--- src/rtl/sync_debounce.sv ---
// Multi-channel input conditioner: falling-edge first stage synchronizer, per-channel
// stability debounce, and registered rise/fall/changed outputs. Optional rejected-transition
// counter is enabled with the SYNC_DEBOUNCE_GLITCH_COUNT_EN macro.
module sync_debounce #(
    parameter int               WIDTH           = 1,
    parameter int               STAGES          = 2,
    parameter int               DEBOUNCE_CYCLES = 4,
    parameter logic [WIDTH-1:0] RESET_VALUE     = {WIDTH{1'b0}}
) (
    input  logic             clk,
    input  logic             reset,
    input  logic [WIDTH-1:0] in,
    output logic [WIDTH-1:0] out,
    output logic [WIDTH-1:0] rise,
    output logic [WIDTH-1:0] fall,
    output logic             changed
`ifdef SYNC_DEBOUNCE_GLITCH_COUNT_EN
    ,
    output logic [15:0]      glitch_count
`endif
);

    localparam int CW = (DEBOUNCE_CYCLES > 0) ? $clog2(DEBOUNCE_CYCLES + 1) : 1;

    logic [WIDTH-1:0]             stage0;
    logic [STAGES-2:0][WIDTH-1:0] pipe_q;
    logic [WIDTH-1:0]             s;
    logic [WIDTH-1:0]             out_nxt;
`ifdef SYNC_DEBOUNCE_GLITCH_COUNT_EN
    logic [WIDTH-1:0]             glitch;
`endif

    // First stage on the falling edge buys half a cycle of settling before the rising-edge chain.
    always_ff @(negedge clk or posedge reset) begin
        if (reset) stage0 <= RESET_VALUE;
        else       stage0 <= in;
    end

    always_ff @(posedge clk or posedge reset) begin
        if (reset) begin
            pipe_q <= {(STAGES-1){RESET_VALUE}};
        end else begin
            pipe_q[0] <= stage0;
            for (int k = 1; k < STAGES - 1; k++) pipe_q[k] <= pipe_q[k-1];
        end
    end

    assign s = pipe_q[STAGES-2];

    for (genvar i = 0; i < WIDTH; i++) begin : g_ch
        if (DEBOUNCE_CYCLES == 0) begin : g_bypass
            assign out_nxt[i] = s[i];
`ifdef SYNC_DEBOUNCE_GLITCH_COUNT_EN
            assign glitch[i] = 1'b0;
`endif
        end else begin : g_deb
            localparam logic [CW-1:0] CMAX = CW'(DEBOUNCE_CYCLES - 1);
            logic [CW-1:0] cnt;

            always_ff @(posedge clk or posedge reset) begin
                if (reset)              cnt <= '0;
                else if (s[i] == out[i]) cnt <= '0;
                else if (cnt == CMAX)   cnt <= '0;
                else                    cnt <= cnt + 1'b1;
            end

            assign out_nxt[i] = (s[i] != out[i] && cnt == CMAX) ? s[i] : out[i];
`ifdef SYNC_DEBOUNCE_GLITCH_COUNT_EN
            // A pending change that fell back before qualifying.
            assign glitch[i] = (s[i] == out[i]) && (cnt != '0);
`endif
        end
    end

    always_ff @(posedge clk or posedge reset) begin
        if (reset) begin
            out     <= RESET_VALUE;
            rise    <= '0;
            fall    <= '0;
            changed <= 1'b0;
        end else begin
            out     <= out_nxt;
            rise    <= out_nxt & ~out;
            fall    <= ~out_nxt & out;
            changed <= |(rise | fall);
        end
    end

`ifdef SYNC_DEBOUNCE_GLITCH_COUNT_EN
    always_ff @(posedge clk or posedge reset) begin
        if (reset)                                     glitch_count <= '0;
        else if (|glitch && glitch_count != 16'hFFFF) glitch_count <= glitch_count + 16'd1;
    end
`endif

endmodule

--- config.mk ---
export PLATFORM = sky130hd
export DESIGN_NAME = sync_debounce
export DESIGN_NICKNAME = d
export VERILOG_FILES = /design/src/rtl/sync_debounce.sv
export SDC_FILE = /design/constraint.sdc
export NUM_CORES = 1
export LEC_CHECK = 0
export BUFFER_PORTS_ARGS = -buffer_cell sky130_fd_sc_hd__clkbuf_2
export CAP_MARGIN = 40
export CORE_AREA = 2 2 39 41
export CTS_CLUSTER_SIZE = 28
export DETAILED_ROUTE_END_ITERATION = 10
export DIE_AREA = 0 0 41 43
export GPL_ROUTABILITY_DRIVEN = 0
export SETUP_SLACK_MARGIN = 0.4
export SLEW_MARGIN = 15
export SYNTH_ARGS = -nofsm -noshare
export SYNTH_HDL_FRONTEND = slang
export SYNTH_SLANG_ARGS = --single-unit
--- constraint.sdc ---
create_clock -name clk -period 1.3 [get_ports clk]
set_input_delay 0.195 -clock clk [delete_from_list [all_inputs] [get_ports clk]]
set_output_delay 0.195 -clock clk [all_outputs]
set_load 0.01 [all_outputs]
# Yosys cells after proc, flatten, opt, wreduce, memory -nomap -nowiden
# Index checks and enable logic that the tools add are counted.
[classes] n_addsub=1 n_reduce_logical=1 n_bitwise=5 n_eq_ne=3 muxes=3
[ops] cell="3-bit 2-to-1 mux" n=2
[ops] cell="3-bit by 1-bit adder with 3-bit output, second input constant" n=1
[ops] cell="3-bit by 2-bit equality test with 1-bit output, second input constant" n=1
[ops] cell="1-bit AND" n=2
[ops] cell="1-bit inverter" n=2
[ops] cell="1-bit equality test" n=1
[ops] cell="1-bit logical AND" n=1
[ops] cell="1-bit 2-to-1 mux" n=1
[ops] cell="1-bit != test" n=1
[ops] cell="1-bit OR" n=1
[word_totals] output_inout_bits=4 reg_bits=9 inputBits=3

# Depth between registers and ports, before layout
[depth] ltp_word=5 depth_mapped=3 mapped_depth_nobuf=3

==> run_results.csv <==
group,metric,value,unit
synthesis,synthDistinctLibCells,10,
finish,drive_above_1_share,66.7,%
die,dieHeight,43,um
synthesis,synth.ff_latch_count,9,
routing,routed_wl,554,um
cts,cts_buffers,3,
cts,clk_path_buf_depth,2,
finish,layout_common_cells,"dfrtp_1 (7), clkbuf_2 (5), nor3b_2 (4)",
sta,rsz0062_at_grt,"true",
routing,routedWlPerCell,10.7,um
synthesis,yosysWarnings,0,
routing,vias,204,
die,die_w,41,um
run_status,run_status,"complete, no violations",
cts,cts_root_buf,"clkbuf_4",
sta,relSlewSlack,85.7,%
finish,fillers,140,
finish,syn_to_final_growth,57.0,%
synthesis,muxShareOfSynthArea,3.52,%
die,io_pins,7,
sta,hold_viol,0,
setup_path,cp-end-kind,"register",
grt,track_usage,10.1,%
die,rows,14,
finish,nets,41,
hold_path,hp-class,"in -> async",
finish,regArea,226,sq um
setup_path,cp-start-kind,"register",
grt,grt_max_degree,9,
synthesis,synth_adder_area_share,3.91,%
setup_path,cp_data_arrival_time,1.29,ns
synthesis,synth.avg_cell_area,16.0,sq um
job,drv_cap,0,
sta,setup_viol,0,
cts,clkSlewWorstSetupHoldPaths,0.06,ns
setup_path,worstPathRequired,1.49,ns
die,core_area,0.00138,sq mm
routing,ant_nets,0,
synthesis,synth_compound_area_share,0,%
routing,firstDrtPassIters,1,
routing,drc,0,
power_and_ir_drop,p_per_area,1810,mW/mm^2
sta,slew_viol_final,0,
place,port_buffers,6,
cts,htree_levels,1,
synthesis,synth_top_family_by_area,"simple AND/OR/NAND/NOR gates",
power_and_ir_drop,ir_drop,699,uV
synthesis,synth-simple-area-share,18.4,%
sta,max_slew.worst_pin.slew,0.213,ns
finish,antennaDiodeCount,0,
die,initial_core_util,23.1,%
setup_path,cp_max_fo,1,
synthesis,yosysTopAreaCellShare,62.5,%
sta,fin_tns_setup,0,ns
synthesis,synthCells,20,
setup_path,worstSetupPathType,"reg -> reg",
sta,skew,0.0102,ns
finish,multi_input_area,135,sq um
cts,clk_latency,0.26,ns
power_and_ir_drop,p_leak,0.247,nW
cts,clock-sinks,9,
grt,grt_pass1_wl,1050,um
finish,layout_commonest_cell,"dfrtp_1",
grt,antenna_found_initial,0,
die,die_area,0.00176,sq mm
synthesis,synth_xor_area_share,2.73,%
routing,drt_iter0_drc,0,
finish,final_core_util,36.3,%
synthesis,yosys.area.top_type,"dfrtp_1",
synthesis,yosys-top-cells-area,"dfrtp_1 (63%), nor3b_1 (9.4%), dfrtn_1 (7.8%)",
grt,grt_pass1_vias,241,
synthesis,syn-num-nets,24,
synthesis,ys_seq_area_share,70.3,%
grt,grt_overflow,0,
routing,vias_per_cell,3.92,
cts,cts_tree,"yes",
synthesis,syn_area,320,sq um
-- per-stage QoR --
step	power, mW	setup slack, ns	hold slack, ns	area (sq um)	cells
CTS	0.888	0.202	0.279	492	52
finish	0.909	0.203	0.283	503	52
global placement	0.540	0.219	0.174	389	43
floorplan	0.499	0.228	0.0228	332	20
detailed placement	0.554	0.186	0.199	389	43
global route	0.987	0.188	0.278	503	52
-- Yosys cell counts (all sizes together) --
cell	number
inv	1
ha	1
nand2b	1
mux2	1
and3b	1
xnor2	1
nor3b	4
dfrtn	1
or2	1
dfrtp	8
-- final timing paths --
path,from,end,slack (ns),cells after the start
worst max-delay path,stage0$_DFF_NP0_,pipe_q$_DFF_PP0_,0.20,0
worst min-delay path,reset,stage0$_DFF_NP0_,0.28,2
worst max register to register,stage0$_DFF_NP0_,pipe_q$_DFF_PP0_,0.20,0
worst min register to register,fall$_DFF_PP0_,changed$_DFF_PP0_,0.47,1
max in group asynchronous,reset,out$_DFF_PP0_,0.72,4
min in group clk,fall$_DFF_PP0_,changed$_DFF_PP0_,0.47,1
-- sequential cells by signal, summed over array words and instances (netlist names) --
register        cells
fall                1
changed             1
pipe_q              1
out                 1
g_ch.g_deb.cnt      3
rise                1
stage0              1
-- logic make-up after synthesis --
group         Yosys count
simple gates            7
mux                     1
flops                   9
buf+inv                 1
xor+xnor                1
fa+ha+maj               1
-- layout make-up --
| type | count | area share [%] |
|---|---|---|
| inverter | 1 | 0.746 |
| multi-input combinational | 10 | 26.9 |
| sequential | 9 | 45.0 |
| tap | 16 | 3.98 |
| clock buffer | 4 | 5.22 |
| timing repair buffer | 12 | 18.2 |
-- report_power, final --
group / total (mW) / switching [mW] / internal (mW)
registers: 0.385 / 0.0496 / 0.335
clock network: 0.205 / 0.0874 / 0.118
logic: 0.319 / 0.115 / 0.204
total: 0.909 / 0.252 / 0.656
-- repair_timing --
action	in CTS	in global routing
endpoints found under the setup margin	10	11
endpoints found under the hold margin	8	0
resized for setup	7	3
pin swaps	3	2
hold buffers	1	0
setup buffers	4	0
-- per-layer routing --
layer / wire length, um / GRT usage, %
met5: 0 / 0
met2: 285 / 13.4
met1: 233 / 10.8
met3: 29 / 6.28
met4: 4 / 8.00
Power figures use the tool's default switching activity.
